### src/rtl/lcd_bus_master_if.sv
// -----------------------------------------------------------------------------
// lcd_bus_master_if
//   Request/response port of the LCD parallel bus master.
//   master modport : requesting engine (init / ID / pixel engines)
//   slave  modport : lcd_bus_master
//
//   req_valid / req_ready   request handshake, accepted when both are high
//   req_write               1 = write one word, 0 = read
//   req_rs                  write only: 0 = command, 1 = data
//   req_wdata   [DW]        write word
//   req_rd_len  [RLW]       words to read (0 -> 1, clamped to MAX_RD)
//   req_fm                  read timing: 0 = ID/register, 1 = frame memory
//   rsp_valid               one-cycle pulse when a read completes
//   rsp_rdata   [DW*MAX_RD] read words, newest word in the low DW bits
//   wr_done                 one-cycle pulse on the cycle lcd_wr rises
//   busy                    bus master not idle
// -----------------------------------------------------------------------------
interface lcd_bus_master_if #(
    parameter int DW     = 16,
    parameter int MAX_RD = 2,
    parameter int RLW    = $clog2(MAX_RD + 1)
);
    logic                 req_valid;
    logic                 req_ready;
    logic                 req_write;
    logic                 req_rs;
    logic [DW-1:0]        req_wdata;
    logic [RLW-1:0]       req_rd_len;
    logic                 req_fm;
    logic                 rsp_valid;
    logic [DW*MAX_RD-1:0] rsp_rdata;
    logic                 wr_done;
    logic                 busy;

    modport master (
        output req_valid, req_write, req_rs, req_wdata, req_rd_len, req_fm,
        input  req_ready, rsp_valid, rsp_rdata, wr_done, busy
    );

    modport slave (
        input  req_valid, req_write, req_rs, req_wdata, req_rd_len, req_fm,
        output req_ready, rsp_valid, rsp_rdata, wr_done, busy
    );
endinterface

### src/rtl/lcd_bus_master.sv
// -----------------------------------------------------------------------------
// lcd_bus_master
//   8080-style parallel bus master for the LCD controller. Accepts single-word
//   write and multi-word read requests over a valid/ready port and generates
//   the cs/rs/wr/rd strobes with configurable low/high phase lengths. Writes
//   can be streamed back to back with cs held low; a read may follow a write
//   directly. All bus outputs are registered. The pad tristate lives in the
//   LCD top, driven from lcd_data_o / lcd_data_oe.
//
//   Optional build macro LCD_RD_DUMMY_EN: every read request starts with one
//   extra rd cycle pair whose data is discarded (controller dummy read).
//
// Ports
//   pclk, rst      clock, asynchronous active-high reset
//   req_if         request/response port (lcd_bus_master_if.slave)
//   lcd_rst        ~rst, panel reset
//   lcd_bl_ctr     backlight enable, set on the first edge after reset
//   lcd_cs/rs/wr/rd bus strobes (cs, wr, rd active-low)
//   lcd_data_i     bus read data
//   lcd_data_o     bus write data
//   lcd_data_oe    1 = top drives the pad with lcd_data_o
// -----------------------------------------------------------------------------
module lcd_bus_master #(
    parameter int DW      = 16,
    parameter int WR_L    = 1,
    parameter int WR_H    = 1,
    parameter int RD_ID_L = 3,
    parameter int RD_ID_H = 5,
    parameter int RD_FM_L = 8,
    parameter int RD_FM_H = 13,
    parameter int MAX_RD  = 2,
    parameter int RLW     = $clog2(MAX_RD + 1)
) (
    input  logic            pclk,
    input  logic            rst,
    lcd_bus_master_if.slave req_if,
    output logic            lcd_rst,
    output logic            lcd_bl_ctr,
    output logic            lcd_cs,
    output logic            lcd_rs,
    output logic            lcd_wr,
    output logic            lcd_rd,
    input  logic [DW-1:0]   lcd_data_i,
    output logic [DW-1:0]   lcd_data_o,
    output logic            lcd_data_oe
);
    localparam int RW     = DW * MAX_RD;
    localparam int PH_WR  = (WR_L > WR_H) ? WR_L : WR_H;
    localparam int PH_ID  = (RD_ID_L > RD_ID_H) ? RD_ID_L : RD_ID_H;
    localparam int PH_FM  = (RD_FM_L > RD_FM_H) ? RD_FM_L : RD_FM_H;
    localparam int PH_A   = (PH_WR > PH_ID) ? PH_WR : PH_ID;
    localparam int PH_MAX = (PH_A > PH_FM) ? PH_A : PH_FM;
    localparam int CW     = (PH_MAX > 1) ? $clog2(PH_MAX) : 1;

`ifdef LCD_RD_DUMMY_EN
    localparam logic DUMMY_EN = 1'b1;
`else
    localparam logic DUMMY_EN = 1'b0;
`endif

    typedef enum logic [2:0] {
        S_IDLE,
        S_WR_SETUP,
        S_WR_LO,
        S_WR_HI,
        S_RD_LO,
        S_RD_HI
    } state_t;

    state_t         state_q, state_d;
    logic [CW-1:0]  cnt_q, cnt_d;
    logic [RLW-1:0] len_q, len_d;
    logic [RLW-1:0] words_q, words_d;
    logic [RLW-1:0] len_eff;
    logic           fm_q, fm_d;
    logic           first_q, first_d;
    logic           dummy_q, dummy_d;
    logic           cs_d, rs_d, wr_d, rd_d, oe_d;
    logic [DW-1:0]  data_d;
    logic [RW-1:0]  rdata_q, rdata_d;
    logic           rsp_valid_q, rsp_valid_d;
    logic           wr_done_q, wr_done_d;
    logic           wr_lo_last, wr_hi_last, rd_lo_last, rd_hi_last;
    logic           ready, accept;

    assign wr_lo_last = (cnt_q == CW'(WR_L - 1));
    assign wr_hi_last = (cnt_q == CW'(WR_H - 1));
    assign rd_lo_last = fm_q ? (cnt_q == CW'(RD_FM_L - 1)) : (cnt_q == CW'(RD_ID_L - 1));
    assign rd_hi_last = fm_q ? (cnt_q == CW'(RD_FM_H - 1)) : (cnt_q == CW'(RD_ID_H - 1));

    // A new request can be taken in IDLE or in the last write-high cycle,
    // which is what lets writes stream without releasing cs.
    assign ready  = ~rst & ((state_q == S_IDLE) | ((state_q == S_WR_HI) & wr_hi_last));
    assign accept = req_if.req_valid & ready;

    assign req_if.req_ready = ready;
    assign req_if.rsp_valid = rsp_valid_q;
    assign req_if.rsp_rdata = rdata_q;
    assign req_if.wr_done   = wr_done_q;
    assign req_if.busy      = (state_q != S_IDLE);
    assign lcd_rst          = ~rst;

    // Effective read length: zero means one word, anything above MAX_RD is clamped.
    always_comb begin
        len_eff = req_if.req_rd_len;
        if (req_if.req_rd_len == '0) begin
            len_eff = RLW'(1);
        end else if (req_if.req_rd_len > RLW'(MAX_RD)) begin
            len_eff = RLW'(MAX_RD);
        end
    end

    always_comb begin
        state_d     = state_q;
        cnt_d       = cnt_q + CW'(1);
        len_d       = len_q;
        words_d     = words_q;
        fm_d        = fm_q;
        first_d     = first_q;
        dummy_d     = dummy_q;
        cs_d        = lcd_cs;
        rs_d        = lcd_rs;
        wr_d        = lcd_wr;
        rd_d        = lcd_rd;
        oe_d        = lcd_data_oe;
        data_d      = lcd_data_o;
        rdata_d     = rdata_q;
        rsp_valid_d = 1'b0;
        wr_done_d   = 1'b0;

        case (state_q)
            S_IDLE: begin
                cnt_d = '0;
                cs_d  = 1'b1;
                wr_d  = 1'b1;
                rd_d  = 1'b1;
                oe_d  = 1'b0;
            end
            S_WR_SETUP: begin
                state_d = S_WR_LO;
                cnt_d   = '0;
                wr_d    = 1'b0;
            end
            S_WR_LO: begin
                if (wr_lo_last) begin
                    state_d   = S_WR_HI;
                    cnt_d     = '0;
                    wr_d      = 1'b1;
                    wr_done_d = 1'b1;
                end
            end
            S_WR_HI: begin
                if (wr_hi_last) begin
                    state_d = S_IDLE;
                    cnt_d   = '0;
                    cs_d    = 1'b1;
                    oe_d    = 1'b0;
                end
            end
            S_RD_LO: begin
                if (rd_lo_last) begin
                    state_d = S_RD_HI;
                    cnt_d   = '0;
                    rd_d    = 1'b1;
                    if (dummy_q) begin
                        dummy_d = 1'b0;
                    end else begin
                        // First real capture of a request wipes the older words.
                        if (first_q) begin
                            rdata_d = RW'(lcd_data_i);
                        end else begin
                            rdata_d = (rdata_q << DW) | RW'(lcd_data_i);
                        end
                        first_d = 1'b0;
                        words_d = words_q + RLW'(1);
                    end
                end
            end
            S_RD_HI: begin
                if (rd_hi_last) begin
                    cnt_d = '0;
                    if (words_q < len_q) begin
                        state_d = S_RD_LO;
                        rd_d    = 1'b0;
                    end else begin
                        state_d     = S_IDLE;
                        cs_d        = 1'b1;
                        rsp_valid_d = 1'b1;
                    end
                end
            end
            default: begin
                state_d = S_IDLE;
                cnt_d   = '0;
            end
        endcase

        // Acceptance overrides the phase decision above (IDLE or last WR_HI cycle).
        if (accept) begin
            cnt_d = '0;
            cs_d  = 1'b0;
            if (req_if.req_write) begin
                state_d = S_WR_SETUP;
                rs_d    = req_if.req_rs;
                data_d  = req_if.req_wdata;
                oe_d    = 1'b1;
                wr_d    = 1'b1;
            end else begin
                state_d = S_RD_LO;
                rs_d    = 1'b1;
                rd_d    = 1'b0;
                oe_d    = 1'b0;
                wr_d    = 1'b1;
                len_d   = len_eff;
                fm_d    = req_if.req_fm;
                words_d = '0;
                first_d = 1'b1;
                dummy_d = DUMMY_EN;
            end
        end
    end

    always_ff @(posedge pclk or posedge rst) begin
        if (rst) begin
            state_q     <= S_IDLE;
            cnt_q       <= '0;
            len_q       <= '0;
            words_q     <= '0;
            fm_q        <= 1'b0;
            first_q     <= 1'b0;
            dummy_q     <= 1'b0;
            lcd_cs      <= 1'b1;
            lcd_rs      <= 1'b0;
            lcd_wr      <= 1'b1;
            lcd_rd      <= 1'b1;
            lcd_data_o  <= '0;
            lcd_data_oe <= 1'b0;
            rdata_q     <= '0;
            rsp_valid_q <= 1'b0;
            wr_done_q   <= 1'b0;
            lcd_bl_ctr  <= 1'b0;
        end else begin
            state_q     <= state_d;
            cnt_q       <= cnt_d;
            len_q       <= len_d;
            words_q     <= words_d;
            fm_q        <= fm_d;
            first_q     <= first_d;
            dummy_q     <= dummy_d;
            lcd_cs      <= cs_d;
            lcd_rs      <= rs_d;
            lcd_wr      <= wr_d;
            lcd_rd      <= rd_d;
            lcd_data_o  <= data_d;
            lcd_data_oe <= oe_d;
            rdata_q     <= rdata_d;
            rsp_valid_q <= rsp_valid_d;
            wr_done_q   <= wr_done_d;
            lcd_bl_ctr  <= 1'b1;
        end
    end
endmodule

### src/flat_wrapper.sv
// flat-port wrapper written by rule: the top's interface ports become plain ports
module lcd_bus_master_flat 
#(
    parameter int DW      = 16,
    parameter int WR_L    = 1,
    parameter int WR_H    = 1,
    parameter int RD_ID_L = 3,
    parameter int RD_ID_H = 5,
    parameter int RD_FM_L = 8,
    parameter int RD_FM_H = 13,
    parameter int MAX_RD  = 2,
    parameter int RLW     = $clog2(MAX_RD + 1)
)
  (pclk, rst, lcd_rst, lcd_bl_ctr, lcd_cs, lcd_rs, lcd_wr, lcd_rd, lcd_data_i, lcd_data_o, lcd_data_oe, req_if_req_valid, req_if_req_write, req_if_req_rs, req_if_req_wdata, req_if_req_rd_len, req_if_req_fm, req_if_req_ready, req_if_rsp_valid, req_if_rsp_rdata, req_if_wr_done, req_if_busy);
  lcd_bus_master_if #(.DW(DW), .MAX_RD(MAX_RD), .RLW(RLW)) req_if_i ();
  input  logic pclk;
  input  logic rst;
  output logic lcd_rst;
  output logic lcd_bl_ctr;
  output logic lcd_cs;
  output logic lcd_rs;
  output logic lcd_wr;
  output logic lcd_rd;
  input  logic [DW-1:0] lcd_data_i;
  output logic [DW-1:0] lcd_data_o;
  output logic lcd_data_oe;
  input wire logic [$bits(req_if_i.req_valid)-1:0] req_if_req_valid;
  input wire logic [$bits(req_if_i.req_write)-1:0] req_if_req_write;
  input wire logic [$bits(req_if_i.req_rs)-1:0] req_if_req_rs;
  input wire logic [$bits(req_if_i.req_wdata)-1:0] req_if_req_wdata;
  input wire logic [$bits(req_if_i.req_rd_len)-1:0] req_if_req_rd_len;
  input wire logic [$bits(req_if_i.req_fm)-1:0] req_if_req_fm;
  output wire logic [$bits(req_if_i.req_ready)-1:0] req_if_req_ready;
  output wire logic [$bits(req_if_i.rsp_valid)-1:0] req_if_rsp_valid;
  output wire logic [$bits(req_if_i.rsp_rdata)-1:0] req_if_rsp_rdata;
  output wire logic [$bits(req_if_i.wr_done)-1:0] req_if_wr_done;
  output wire logic [$bits(req_if_i.busy)-1:0] req_if_busy;
  assign req_if_i.req_valid = req_if_req_valid;
  assign req_if_i.req_write = req_if_req_write;
  assign req_if_i.req_rs = req_if_req_rs;
  assign req_if_i.req_wdata = req_if_req_wdata;
  assign req_if_i.req_rd_len = req_if_req_rd_len;
  assign req_if_i.req_fm = req_if_req_fm;
  assign req_if_req_ready = req_if_i.req_ready;
  assign req_if_rsp_valid = req_if_i.rsp_valid;
  assign req_if_rsp_rdata = req_if_i.rsp_rdata;
  assign req_if_wr_done = req_if_i.wr_done;
  assign req_if_busy = req_if_i.busy;
  lcd_bus_master #(.DW(DW), .WR_L(WR_L), .WR_H(WR_H), .RD_ID_L(RD_ID_L), .RD_ID_H(RD_ID_H), .RD_FM_L(RD_FM_L), .RD_FM_H(RD_FM_H), .MAX_RD(MAX_RD), .RLW(RLW)) u_core (.pclk(pclk), .rst(rst), .req_if(req_if_i), .lcd_rst(lcd_rst), .lcd_bl_ctr(lcd_bl_ctr), .lcd_cs(lcd_cs), .lcd_rs(lcd_rs), .lcd_wr(lcd_wr), .lcd_rd(lcd_rd), .lcd_data_i(lcd_data_i), .lcd_data_o(lcd_data_o), .lcd_data_oe(lcd_data_oe));
endmodule
### config.mk
export PLATFORM = sky130hd
export DESIGN_NAME = lcd_bus_master_flat
export DESIGN_NICKNAME = d
export VERILOG_FILES = /design/src/rtl/lcd_bus_master_if.sv /design/src/rtl/lcd_bus_master.sv /design/src/flat_wrapper.sv
export SDC_FILE = /design/constraint.sdc
export NUM_CORES = 1
export LEC_CHECK = 0
export BUFFER_PORTS_ARGS = -buffer_cell sky130_fd_sc_hd__buf_4
export CAP_MARGIN = 5
export CORE_MARGIN = 10
export CORE_UTILIZATION = 50
export CTS_CLUSTER_SIZE = 8
export DETAILED_ROUTE_END_ITERATION = 10
export GPL_TIMING_DRIVEN = 0
export PLACE_DENSITY = 0.85
export REMOVE_ABC_BUFFERS = 1
export SKIP_LAST_GASP = 1
export SLEW_MARGIN = 20
export SYNTH_ARGS = -nofsm -noshare
export SYNTH_HDL_FRONTEND = slang
export SYNTH_SLANG_ARGS = --single-unit
export TNS_END_PERCENT = 20
### constraint.sdc
create_clock -name pclk -period 3.4 [get_ports pclk]
set_input_delay 0.68 -clock pclk [delete_from_list [all_inputs] [get_ports pclk]]
set_output_delay 0.68 -clock pclk [all_outputs]
set_load 0.01 [all_outputs]
# After elaboration in Yosys (flattened, before gate mapping)
# Cells that the tools add are included.
dict set report word_totals {
  ff_bits 70
  inputBits 40
  out_inout_bits 59
  word_cells 114
}
dict set report classes {
  addsub 2
  magnitude_cmp 2
  n_eq_ne 15
  n_mux 55
  bitwise_logic 8
  reduce_logical 15
}
# operator n
set op_table {}
lappend op_table {{32-bit two-way mux} 1}
lappend op_table {{32-bit by 16-bit bitwise OR with 32-bit output} 1}
lappend op_table {{1-bit two-way mux} 30}
lappend op_table {{3-bit two-way mux} 7}
lappend op_table {{3-bit one-hot mux with 6 select lines} 1}
lappend op_table {{4-bit two-way mux} 4}
lappend op_table {{2-bit two-way mux} 7}
lappend op_table {{3-bit by 1-bit != test with 1-bit output (second input constant)} 4}
lappend op_table {{4-bit one-hot mux with 3 select lines} 1}
lappend op_table {{1-bit one-hot mux with 3 select lines} 3}
lappend op_table {{4-bit by 3-bit equality test with 1-bit output (second input constant)} 2}
lappend op_table {{2-bit AND reduction} 4}
lappend op_table {{4-bit nonzero test} 2}
lappend op_table {{3-bit by 2-bit equality test with 1-bit output (second input constant)} 2}
lappend op_table {{3-bit equality test (second input constant)} 2}
lappend op_table {{3-bit nonzero test} 2}
lappend op_table {{5-bit AND reduction} 1}
lappend op_table {{4-bit by 1-bit adder with 4-bit output (second input constant)} 1}
lappend op_table {{4-bit by 2-bit equality test with 1-bit output (second input constant)} 1}
lappend op_table {{4-bit equality test (second input constant)} 1}
lappend op_table {{4-bit logical NOT} 1}
lappend op_table {{4-bit AND reduction} 1}
lappend op_table {{1-bit AND} 3}
lappend op_table {{3-bit by 1-bit equality test with 1-bit output (second input constant)} 1}
lappend op_table {{other kinds (12)} 14}

# Logic depth before layout (Yosys ltp)
dict set report depth {
  ltp_word 7
  mapped_depth 8
  ltp_nobuf 6
}

# Worst setup path before layout
# Ideal clock, no wire load.
dict set report synth_path {
  path_kind {in2reg}
  startpoint {input port rst}
  endpoint {register u_core.fm_q}
  setup_time_ns 0.125
  arrival_time_ns 3.396
  required_ns 3.275
  slack_ns -0.121
  path_stages 4
  n_path_buf 0
  cell_sequence {inv_1 nand2_1 nor4_4 mux2_2}
}
dict set report synth_between {
  elab_chain_len 4
}
# item line_no
set synth_rtl {}
lappend synth_rtl {{start: declaration} flat_wrapper.sv:17} ;# input logic rst;
lappend synth_rtl {{1-bit inverter} lcd_bus_master.sv:93} ;# assign ready = ~rst & ((state_q == S_IDLE) | ((state_q == S_WR_HI) & wr_hi_last));
lappend synth_rtl {{1-bit AND} lcd_bus_master.sv:93}
lappend synth_rtl {{1-bit AND} lcd_bus_master.sv:94} ;# assign accept = req_if.req_valid & ready;
lappend synth_rtl {{2-bit AND reduction (no source line)} n/a}
lappend synth_rtl {{end signal: assignment} lcd_bus_master.sv:247} ;# fm_q <= fm_d;
lappend synth_rtl {{end: declaration} lcd_bus_master.sv:75} ;# logic fm_q, fm_d;
# Every way passes these cells.
# A chain may end at the register's enable or synchronous reset.

# Worst setup path after layout
dict set report layout_path {
  startpoint {register u_core.cnt_q[1]}
  endpoint {register u_core.lcd_data_o[13]}
}
dict set report layout_between {
  elab_chain_len 6
}
# item line_no
set layout_rtl {}
lappend layout_rtl {{start: declaration} lcd_bus_master.sv:71} ;# logic [CW-1:0] cnt_q, cnt_d;
lappend layout_rtl {{start signal: assignment} lcd_bus_master.sv:244} ;# cnt_q <= cnt_d;
lappend layout_rtl {{4-bit logical NOT} lcd_bus_master.sv:87} ;# assign wr_hi_last = (cnt_q == CW'(WR_H - 1));
lappend layout_rtl {{1-bit AND} lcd_bus_master.sv:93}
lappend layout_rtl {{1-bit bitwise OR} lcd_bus_master.sv:93}
lappend layout_rtl {{1-bit AND} lcd_bus_master.sv:93}
lappend layout_rtl {{1-bit AND} lcd_bus_master.sv:94}
lappend layout_rtl {{2-bit AND reduction (no source line)} n/a}
lappend layout_rtl {{end signal: assignment} lcd_bus_master.sv:254} ;# lcd_data_o <= data_d;
lappend layout_rtl {{end: declaration} lcd_bus_master.sv:44} ;# output logic [DW-1:0] lcd_data_o,
# Every way passes these cells.

==> metrics.cfg <==
[cells_and_area]
n_fill_cell=464
layout-drive-gt1-share=0.454
diodes=0
final_nets=395
fin_util=0.693
areaGrowthSynthToFinish_pct=34.7

[placed_design]
dp_slack_ns=0.873
place.gp.congestion=0.878
place_hpwl_mm=5.38
portBuffers=97

[timing]
clock.fmax_mhz=397
tns_ns=0
max_slew.worst_pin.slew_ns=0.890
fin_ws_ns=0.880
rsz0062_at_grt=no
skew_ns=0.00777
finalSetupViolations=0
max_slew_margin=0.407
fin_crit_ns=2.52
finalCritPeriodShare=0.741
finalMaxSlewViolations=0
hold_viol=0
whs_ns=0.296

[global_routing]
grt_max_degree=57
grtUsageTotal=0.152
antenna_found_initial=0
grt_pass1_vias=2230
gr-total-overflow=0
grt_pass1_wl_mm=11.9

[die]
coreArea_um2=5920
die_area_um2=9610
fp.dieH_um=98.0
placement_rows=28
initial_core_util=0.514
die_x_um=98.0
ios=99

[clock_tree]
insertion_delay_ns=0.34
clkTransAtPathRegs_ns=0.08
cts_resized=0
cts_tree=done
cts-root-buf=clkbuf_8
h-tree-depth=3
ctsHoldBuffers=0
ctsLongestPathBuffers=2
cts_num_sinks=70
post_cts_buffers=0
numCtsBuffers=9

[detailed_routing]
antenna_left=0
first_iter_violations=59
wirelength_mm=7.29
drc=0
avgViaCountPerCell=5.05
route.vias.total=2183
wire_per_inst_um=16.9
dr.pass1.iters=4

[synthesis]
yosysSeqAreaShare=0.576
avgSynthCellArea_um2=12.2
synth_seq_cells=70
syn_area_um2=3050
synth_flop_cell=dfrtp_1
yosysUniqueCellTypes=43
async_flop_share=1.00
synth_cells=250
ys_warn_count=0
synth_edf_count=0

[power]
ir_drop_mv=0.503
power_w=0.00308
power.density_nw_per_um2=752
leakage_nw=1.98

[critical_path]
cp-start-kind=flip-flop
slowest_stage=or3_1
worst-path-buf-inv=1
path_cells=inv_1, ha_1, nor3b_4, a21oi_2, or3_1, mux2_2
end_kind=flip-flop
critPathRequiredTime_ns=3.62
criticalPathCategory=reg2reg
crit_family=simple AND/OR/NAND/NOR gates
crit_fanout=17
arrival_ns=2.74
max_stage_delay_ns=0.75

[worst_hold_path]
hp-class=in2async

[run]
maxCapViolations=0

[status]
status=finished, final reports clean

## cell usage in the layout, fill, tap and decap left out, types with 2 or more instances in the layout
cell         n
clkbuf_8     9
buf_4      102
nor3_1       7
o311a_1      2
inv_1        7
bufinv_16    3
mux2_2      26
mux2i_1      2
dfstp_2      3
xor2_1       3
nand3_1      2
a21oi_1      3
mux2_4       9
nor2b_1      3
nor2_1      11
nand2b_1    20
nand2_1     22
ha_1         3
o21ai_0     23
and2_1       2
clkinv_2     2
xnor2_1      2
dfrtp_1     67
## final timing paths
path / slack [ns] / depth (start not counted) / start / endpoint
max reg2reg: 0.88 / 6 / u_core.cnt_q[1]$_DFF_PP0_ / u_core.lcd_data_o[13]$_DFFE_PP0P_
min: 0.30 / 2 / rst / u_core.cnt_q[3]$_DFF_PP0_
max in group asynchronous: 2.57 / 3 / rst / u_core.req_if.rsp_rdata[18]$_DFFE_PP0P_
min in group pclk: 0.48 / 2 / u_core.req_if.rsp_rdata[16]$_DFFE_PP0P_ / u_core.req_if.rsp_rdata[16]$_DFFE_PP0P_
max: 0.88 / 6 / u_core.cnt_q[1]$_DFF_PP0_ / u_core.lcd_data_o[13]$_DFFE_PP0P_
min reg2reg: 0.48 / 2 / u_core.req_if.rsp_rdata[16]$_DFFE_PP0P_ / u_core.req_if.rsp_rdata[16]$_DFFE_PP0P_
## cells by family (layout without fill, tap and decap cells)
kind of cell,after synthesis,in the layout,share of synthesized area
xor gates and xnor gates,5,5,0.0144
DFF,70,70,0.576
and+or+nand+nor,76,76,0.139
buffers and inverters,21,128,0.0362
adders and majority gates,3,3,0.0123
muxes,37,37,0.147
AOI/OAI and AO/OA,37,37,0.0731
other,1,1,0.00123
## synthesized netlist by cell type (2+ instances only)
cell type,instances,area [um2]
ha_1,3,37.5
clkbuf_1,4,15.0
nor2b_1,3,18.8
inv_1,8,30.0
o21ai_0,23,115
mux2_2,26,293
buf_2,4,20.0
dfstp_2,3,78.8
nand3_1,2,10.0
nand2_1,22,82.6
a21oi_1,3,15.0
mux2_4,9,135
nor3_1,7,35.0
mux2i_1,2,20.0
nand2b_1,20,125
nor2_1,11,41.3
buf_6,3,33.8
and2_1,2,12.5
dfrtp_1,67,1680
xor2_1,3,26.3
o311a_1,2,20.0
xnor2_1,2,17.5
## registers in the layout, indices dropped and copies added (netlist names)
name and cells:
u_core.len_q 2, u_core.fm_q 1, u_core.lcd_rs 1, u_core.lcd_cs 1, u_core.req_if.wr_done 1, u_core.req_if.rsp_rdata 32, u_core.dummy_q 1, u_core.lcd_data_o 16
u_core.first_q 1, u_core.lcd_wr 1, u_core.lcd_rd 1, u_core.words_q 2, u_core.cnt_q 4, u_core.lcd_bl_ctr 1, u_core.state_q 3, u_core.lcd_data_oe 1
u_core.req_if.rsp_valid 1
## where the power goes
part	total (W)	internal [W]	switching, W
registers	0.00127	0.00107	0.000201
clock network	0.000802	0.000488	0.000315
logic	0.00101	0.000561	0.000453
## worst reg2reg max path: stages, from the launching register on
cell	delay, ns
dfrtp_1	0.44
inv_1	0.07
ha_1	0.23
nor3b_4	0.18
a21oi_2	0.31
or3_1	0.76
mux2_2	0.43
## per-stage QoR
step                      instances  area [um2]
after floorplan                 237        2970
after global placement          409        3790
after detailed placement        416        3870
after CTS                       432        4100
after global routing            432        4100
final                           432        4100
## layout make-up
class | count | area (um2) | area share
well taps | 75 | 93.8 | 0.0229
flip-flops and latches | 70 | 1760 | 0.428
inverters | 8 | 32.5 | 0.00793
multi-input cells | 159 | 1180 | 0.288
clock buffers | 10 | 128 | 0.0311
clock inverters | 6 | 109 | 0.0265
repair buffers | 104 | 805 | 0.196
## routing by layer
metal / GRT usage / vias to the layer above / wire length [um]
li1: - / 1058 / -
met1: 0.183 / 1045 / 3090
met2: 0.251 / 73 / 3690
met3: 0.0486 / 7 / 436
met4: 0.0503 / 0 / 73
met5: 0 / - / 0
(Power assumes the default switching activity.)
